### config.mk
export PLATFORM = sky130hd
export DESIGN_NAME = mem_access_stage
export DESIGN_NICKNAME = d
export VERILOG_FILES = /design/src/rtl/mem_access_stage.sv
export SDC_FILE = /design/constraint.sdc
export NUM_CORES = 1
export LEC_CHECK = 0
export BUFFER_PORTS_ARGS = -buffer_cell sky130_fd_sc_hd__buf_2
export CORE_ASPECT_RATIO = 0.6
export CORE_UTILIZATION = 35
export DETAILED_ROUTE_END_ITERATION = 6
export GPL_TIMING_DRIVEN = 1
export PLACE_DENSITY = 0.66
export REMOVE_ABC_BUFFERS = 1
export SLEW_MARGIN = 10
export SYNTH_ARGS = -nofsm -noshare
export SYNTH_HDL_FRONTEND = slang
export SYNTH_SLANG_ARGS = --single-unit
### constraint.sdc
create_clock -name clk -period 1.6 [get_ports clk]
set_clock_uncertainty 0.05 [all_clocks]
set_input_delay 0.08 -clock clk [delete_from_list [all_inputs] [get_ports clk]]
set_output_delay 0.08 -clock clk [all_outputs]
set_load 0.005 [all_outputs]
### src/rtl/mem_access_stage.sv
`default_nettype none
// ============================================================================
// Module   : mem_access_stage
// Purpose  : WISC-SP13 memory stage and MEM/WB register with req/done memory
//            handshake. Optional macro MEM_TIMEOUT_EN adds a WAIT watchdog.
// Revision : 1.0 - initial release
// ============================================================================
module mem_access_stage #(
  parameter int TIMEOUT_CYCLES = 64
) (
  input  logic        clk,
  input  logic        rst_n,
  input  logic        Valid_In_FromEx,
  input  logic        MemRead_In_FromEx,
  input  logic        MemWrite_In_FromEx,
  input  logic [15:0] ALUResult_In_FromEx,
  input  logic [15:0] WriteData_In_FromEx,
  input  logic [2:0]  WR_In_FromEx,
  input  logic        WriteToReg_In_FromEx,
  input  logic        RegWriteDataSel_In_FromEx,
  input  logic        Halt_In_FromEx,
  output logic        MemReq_Out,
  output logic        MemWr_Out,
  output logic [15:0] MemAddr_Out,
  output logic [15:0] MemWData_Out,
  input  logic [15:0] MemRData_In,
  input  logic        MemDone_In,
  output logic        Stall_Out_ToPipe,
  output logic [15:0] ReadData_Out_ToWB,
  output logic [15:0] ALUResult_Out_ToWB,
  output logic [2:0]  WR_Out_ToWB,
  output logic        WriteToReg_Out_ToWB,
  output logic        RegWriteDataSel_Out_ToWB,
  output logic        Halt_Out_ToWB,
  output logic        err
);

  typedef enum logic [1:0] {
    S_IDLE   = 2'd0,
    S_WAIT   = 2'd1,
    S_HALTED = 2'd2
  } state_t;

  localparam logic [15:0] c_tmo_last = 16'(TIMEOUT_CYCLES - 1);

  state_t      r_state;
  state_t      w_state_nxt;

  logic [15:0] r_h_alu;
  logic [15:0] r_h_wdata;
  logic        r_h_mwr;
  logic        r_h_mrd;
  logic [2:0]  r_h_dst;
  logic        r_h_wtr;
  logic        r_h_sel;
  logic        r_h_halt;

  logic [15:0] r_wb_rdata;
  logic [15:0] r_wb_alu;
  logic [2:0]  r_wb_dst;
  logic        r_wb_wtr;
  logic        r_wb_sel;
  logic        r_wb_halt;
  logic        r_err;

  logic        w_mem_op;
  logic        w_rw_both;
  logic        w_req;
  logic        w_mwr;
  logic [15:0] w_addr;
  logic [15:0] w_wdata;
  logic        w_stall;
  logic        w_capture;
  logic        w_wb_load;
  logic        w_wb_from_hold;
  logic        w_wb_bubble;
  logic        w_halt_hold;
  logic        w_err_set;
  logic        w_cnt_clr;
  logic        w_timeout;

  assign w_mem_op  = Valid_In_FromEx & (MemRead_In_FromEx | MemWrite_In_FromEx);
  assign w_rw_both = Valid_In_FromEx & MemRead_In_FromEx & MemWrite_In_FromEx;

`ifdef MEM_TIMEOUT_EN
  logic [15:0] r_tmo_cnt;

  always_ff @(posedge clk or negedge rst_n) begin
    if (!rst_n) begin
      r_tmo_cnt <= '0;
    end else if (w_cnt_clr) begin
      r_tmo_cnt <= '0;
    end else if (r_state == S_WAIT) begin
      r_tmo_cnt <= r_tmo_cnt + 16'd1;
    end
  end

  assign w_timeout = (r_state == S_WAIT) && (r_tmo_cnt == c_tmo_last) && !MemDone_In;
`else
  logic w_unused_tmo;
  assign w_unused_tmo = ^{c_tmo_last, w_cnt_clr};
  assign w_timeout    = 1'b0;
`endif

  always_ff @(posedge clk or negedge rst_n) begin
    if (!rst_n) begin
      r_state <= S_IDLE;
    end else begin
      r_state <= w_state_nxt;
    end
  end

  always_comb begin
    w_state_nxt    = r_state;
    w_req          = 1'b0;
    w_mwr          = 1'b0;
    w_addr         = '0;
    w_wdata        = '0;
    w_stall        = 1'b0;
    w_capture      = 1'b0;
    w_wb_load      = 1'b0;
    w_wb_from_hold = 1'b0;
    w_wb_bubble    = 1'b0;
    w_halt_hold    = 1'b0;
    w_err_set      = 1'b0;
    w_cnt_clr      = 1'b0;
    unique case (r_state)
      S_IDLE: begin
        if (w_rw_both) begin
          // Conflicting read+write: flag it and squash the instruction.
          w_err_set   = 1'b1;
          w_wb_bubble = 1'b1;
        end else if (w_mem_op) begin
          w_req     = 1'b1;
          w_mwr     = MemWrite_In_FromEx;
          w_addr    = {ALUResult_In_FromEx[15:1], 1'b0};
          w_wdata   = WriteData_In_FromEx;
          w_capture = 1'b1;
          w_err_set = ALUResult_In_FromEx[0];
          if (MemDone_In) begin
            w_wb_load = 1'b1;
          end else begin
            w_state_nxt = S_WAIT;
            w_stall     = 1'b1;
            w_wb_bubble = 1'b1;
            w_cnt_clr   = 1'b1;
          end
        end else if (Valid_In_FromEx) begin
          w_wb_load = 1'b1;
          if (Halt_In_FromEx) begin
            w_state_nxt = S_HALTED;
          end
        end else begin
          w_wb_bubble = 1'b1;
        end
      end
      S_WAIT: begin
        if (w_timeout) begin
          w_err_set   = 1'b1;
          w_wb_bubble = 1'b1;
          w_state_nxt = S_IDLE;
        end else begin
          w_req   = 1'b1;
          w_mwr   = r_h_mwr;
          w_addr  = {r_h_alu[15:1], 1'b0};
          w_wdata = r_h_wdata;
          w_stall = ~MemDone_In;
          if (MemDone_In) begin
            w_wb_load      = 1'b1;
            w_wb_from_hold = 1'b1;
            w_state_nxt    = S_IDLE;
          end else begin
            w_wb_bubble = 1'b1;
          end
        end
      end
      S_HALTED: begin
        w_halt_hold = 1'b1;
      end
      default: begin
        w_state_nxt = S_IDLE;
      end
    endcase
  end

  always_ff @(posedge clk or negedge rst_n) begin
    if (!rst_n) begin
      r_h_alu    <= '0;
      r_h_wdata  <= '0;
      r_h_mwr    <= 1'b0;
      r_h_mrd    <= 1'b0;
      r_h_dst    <= '0;
      r_h_wtr    <= 1'b0;
      r_h_sel    <= 1'b0;
      r_h_halt   <= 1'b0;
      r_wb_rdata <= '0;
      r_wb_alu   <= '0;
      r_wb_dst   <= '0;
      r_wb_wtr   <= 1'b0;
      r_wb_sel   <= 1'b0;
      r_wb_halt  <= 1'b0;
      r_err      <= 1'b0;
    end else begin
      if (w_capture) begin
        r_h_alu   <= ALUResult_In_FromEx;
        r_h_wdata <= WriteData_In_FromEx;
        r_h_mwr   <= MemWrite_In_FromEx;
        r_h_mrd   <= MemRead_In_FromEx;
        r_h_dst   <= WR_In_FromEx;
        r_h_wtr   <= WriteToReg_In_FromEx;
        r_h_sel   <= RegWriteDataSel_In_FromEx;
        r_h_halt  <= Halt_In_FromEx;
      end
      if (w_err_set) begin
        r_err <= 1'b1;
      end
      if (w_wb_load) begin
        if (w_wb_from_hold) begin
          if (r_h_mrd) begin
            r_wb_rdata <= MemRData_In;
          end
          r_wb_alu  <= r_h_alu;
          r_wb_dst  <= r_h_dst;
          r_wb_wtr  <= r_h_wtr;
          r_wb_sel  <= r_h_sel;
          r_wb_halt <= r_h_halt;
        end else begin
          if (MemRead_In_FromEx) begin
            r_wb_rdata <= MemRData_In;
          end
          r_wb_alu  <= ALUResult_In_FromEx;
          r_wb_dst  <= WR_In_FromEx;
          r_wb_wtr  <= WriteToReg_In_FromEx;
          r_wb_sel  <= RegWriteDataSel_In_FromEx;
          r_wb_halt <= Halt_In_FromEx;
        end
      end else if (w_wb_bubble) begin
        // Bubbles keep the data fields and only kill side effects.
        r_wb_wtr  <= 1'b0;
        r_wb_halt <= 1'b0;
      end else if (w_halt_hold) begin
        r_wb_wtr <= 1'b0;
      end
    end
  end

  // Request-side outputs are gated so they drop the instant reset asserts.
  assign MemReq_Out       = w_req & rst_n;
  assign MemWr_Out        = w_mwr & rst_n;
  assign MemAddr_Out      = w_addr & {16{rst_n}};
  assign MemWData_Out     = w_wdata & {16{rst_n}};
  assign Stall_Out_ToPipe = w_stall & rst_n;

  assign ReadData_Out_ToWB        = r_wb_rdata;
  assign ALUResult_Out_ToWB       = r_wb_alu;
  assign WR_Out_ToWB              = r_wb_dst;
  assign WriteToReg_Out_ToWB      = r_wb_wtr;
  assign RegWriteDataSel_Out_ToWB = r_wb_sel;
  assign Halt_Out_ToWB            = r_wb_halt;
  assign err                      = r_err;

endmodule
`default_nettype wire

==> metrics.md <==
| Metric | Value |
|---|---|
| DRC | 0 |
| RSZ-0062 raised after global routing | yes |
| CTS max path bufs | 2 |
| Synth Register Bits | 81 |
| Seq. cell area | 2030 sq um |
| Final Hold Viols | 0 |
| Dpl hpwl | 7.14 mm |
| Fin area | 6090 sq um |
| Synth warnings | 0 |
| Top Ports | 134 |
| Met2 Usage GRT | 0.339 |
| Gr ovfl total | 0 |
| Overall power | 7900 uW |
| Cell family with most CP delay | simple AND/OR/NAND/NOR gates |
| Routed wire per std cell | 16.3 um |
| Max cap viols | 0 |
| Critical path required time | 1.47 ns |
| Core Area | 10200 sq um |
| RD Place Congestion | 0.809 |
| Worst Hold Class | in -> reg |
| Die ar. | 11200 sq um |
| WL final | 12.4 mm |
| Vias per cell | 4.83 |
| Global route hottest layer | met2 |
| Post-synthesis cell type count | 33 |
| Final worst-path setup slack | -0.302 ns |
| Post-Route Setup TNS | -14.80 ns |
| M1 GR Usage | 0.276 |
| Number of global-route vias before repair | 3477 |
| Crit-path cells | nor3b_2, and2_4, buf_12, nand2_1, a21oi_2, buf_2 |
| Tmin final | 1.90 ns |
| First-pass GRT wire length | 17.4 mm |
| Top-area cell type share of the netlist area | 0.539 |
| CTS tree | yes |
| M3 GR Usage | 0.0617 |
| Post-Synthesis Cells | 407 |
| Slowest stage cell, crit path | dfrtp_2 |
| Clock-pin slew on the worst setup and hold paths | 0.06 ns |
| Max FO, Critical Path | 10 |
| Leakage | 0.00301 uW |
| Ys async rst share | 1.00 |
| Largest net degree at the start of global routing | 82 |
| Layout cells sized above 1 | 0.409 |
| Via count | 3691 |
| Placed Area | 4720 sq um |
| Syn avg cell area | 9.25 sq um |
| Post-synth EDFFs | 0 |
| Sequential-to-total area share from yosys stat | 0.539 |
| Antenna-violating nets left | 0 |
| Yosys top cell by area | dfrtp_1 |
| Footprint of the multi-input gates | 1770 sq um |
| Prevailing post-synth register cell | dfrtp_1 |
| Final Util | 0.599 |
| Final Slew Violations | 0 |
| PD cells | 1300 nW/um^2 |
| Area contributors post-synth | dfrtp_1, nand2_1, mux2i_1 |
| CP arrival | 1.77 ns |
| Fillcell total | 876 |
| Buffers added on ports | 132 |
| H-tree Lvls | 3 |
| Maximum vdd drop | 0.000642 V |
| Crit. End Element | output port |
| Root Driver | clkbuf_16 |
| Rows | 28 |
| CTS sink count | 81 |
| Die height | 82.3 um |
| Tcrit/Tclk final | 1.19 |
| Nets@finish | 684 |
| Clk Latency, worst-skew pair | 0.33 ns |
| Area Growth Syn to Fin | 61.7% |
| First-pass iteration count of the detailed router | 4 |
| Total CTS buffers | 9 |
| DRT iter0 DRCs | 223 |
| Initial antenna violation count | 0 |
| Crit-path max cell delay | 0.44 ns |
| Crit path launch type | flip-flop |
| GR Util All Layers | 0.208 |
| FMAX | 526 MHz |
| Crit path buf inv count | 2 |
| Failing checks | setup timing |
| Final setup violation count | 71 |
| Critical path class | reg -> out |
| Diode count | 0 |
| Initial Util | 0.370 |
| Chip Width | 136 um |
| Mapped Area | 3760 sq um |
| Outcome | finished, violations left |
==> logic make-up (layout without fill, tap and decap cells) <==
kind of cell,count (synthesis),count (layout),synth area share
AO/OA/AOI/OAI,65,65,0.0974
XOR/XNOR,1,1,0.00233
adder cells (fa/ha/maj),1,1,0.00266
buffers and inverters,30,252,0.0382
flip-flops,81,81,0.539
multiplexers,38,38,0.116
other,1,1,0.000996
AND/OR/NAND/NOR,190,190,0.203
==> synthesized netlist by cell type (2+ instances only) <==
cell type and number:
dfrtp_1 81, mux2i_1 22, mux2_4 10, nor3b_2 2
a21oi_1 37, nand3_1 2, o31ai_1 2, buf_4 4
inv_1 3, mux2_2 6, nor3_1 2, o21ai_0 20
nand2_1 171, buf_2 7, nor2_1 6, clkbuf_1 15
==> power by group <==
| part | internal, uW | leakage (uW) | switching [uW] |
|---|---|---|---|
| Combinational | 1300 | 0.00187 | 1190 |
| Clock | 1360 | 0.000152 | 814 |
| Sequential | 2790 | 0.000992 | 460 |
| Total | 5440 | 0.00301 | 2460 |
==> final cells by class <==
type,instances,share of cell area
Tap cell,135,0.0277
Multi-Input combinational cell,296,0.291
Inverter,3,0.00185
Clock buffer,10,0.0376
Sequential cell,81,0.333
Timing Repair Buffer,233,0.295
Clock inverter,6,0.0136
==> worst paths after layout <==
kind / start / to / slack, ns / cells after the start
max: r_state[1]$_DFFE_PN0P_ / MemAddr_Out[2] / -0.30 / 6
min: WriteData_In_FromEx[13] / r_h_wdata[13]$_DFFE_PN0P_ / 0.02 / 4
max reg2reg: r_state[0]$_DFFE_PN0P_ / ReadData_Out_ToWB[10]$_DFFE_PN0P_ / -0.25 / 6
max in group asynchronous: rst_n / r_state[1]$_DFFE_PN0P_ / 0.82 / 3
min reg2reg: err$_DFFE_PN0P_ / err$_DFFE_PN0P_ / 0.41 / 1
min in group asynchronous: rst_n / ALUResult_Out_ToWB[9]$_DFFE_PN0P_ / 0.32 / 3
==> metrics by stage <==
stage	hold WS, ns	setup WS (ns)	cells
after floorplan	-0.266	-1.18	380
after global placement	0.125	-0.0681	674
after detailed placement	0.127	-0.147	674
after CTS	0.00904	-0.268	750
after global routing	0.0246	-0.356	764
final	0.0232	-0.302	764
==> state kept, by name, summed over array words and instances (netlist names), 2 cells and up <==
name and flops:
ALUResult_Out_ToWB 16, ReadData_Out_ToWB 16, r_h_alu 16, r_h_wdata 16
WR_Out_ToWB 3, r_h_dst 3, r_state 2
==> timing repair <==
item	in CTS	in global routing
endpoints found under the setup margin	70	70
endpoints found under the hold margin	146	0
hold buffers	54	0
pin swaps	2	3
buffers inserted	4	6
resized for setup	54	35
gates cloned	2	8
==> routing by layer <==
| metal | share of wire | vias up |
|---|---|---|
| li1 | - | 1765 |
| met1 | 0.48 | 1801 |
| met2 | 0.45 | 116 |
| met3 | 0.064 | 9 |
| met4 | 0.0080 | 0 |
| met5 | 0 | - |
==> layout by cell type, fill, tap and decap left out, types with 3 or more instances in the layout <==
| cell | n |
|---|---|
| buf_4 | 23 |
| mux2_2 | 3 |
| buf_8 | 3 |
| mux2i_1 | 22 |
| mux2_4 | 13 |
| dfrtp_1 | 79 |
| a21oi_2 | 24 |
| clkinv_2 | 3 |
| inv_1 | 3 |
| buf_6 | 9 |
| nor2_1 | 5 |
| buf_2 | 131 |
| dlygate4sd3_1 | 54 |
| nand2_1 | 161 |
| a21oi_1 | 13 |
| buf_12 | 6 |
| o21ai_1 | 20 |
| nand2_2 | 9 |
| clkbuf_16 | 14 |
==> worst min-delay path: stages <==
cell     delay (ns)
buf_2          0.08
nand2_1        0.05
buf_4          0.13
nand2_1        0.04
Power figures use the tool's default switching activity.
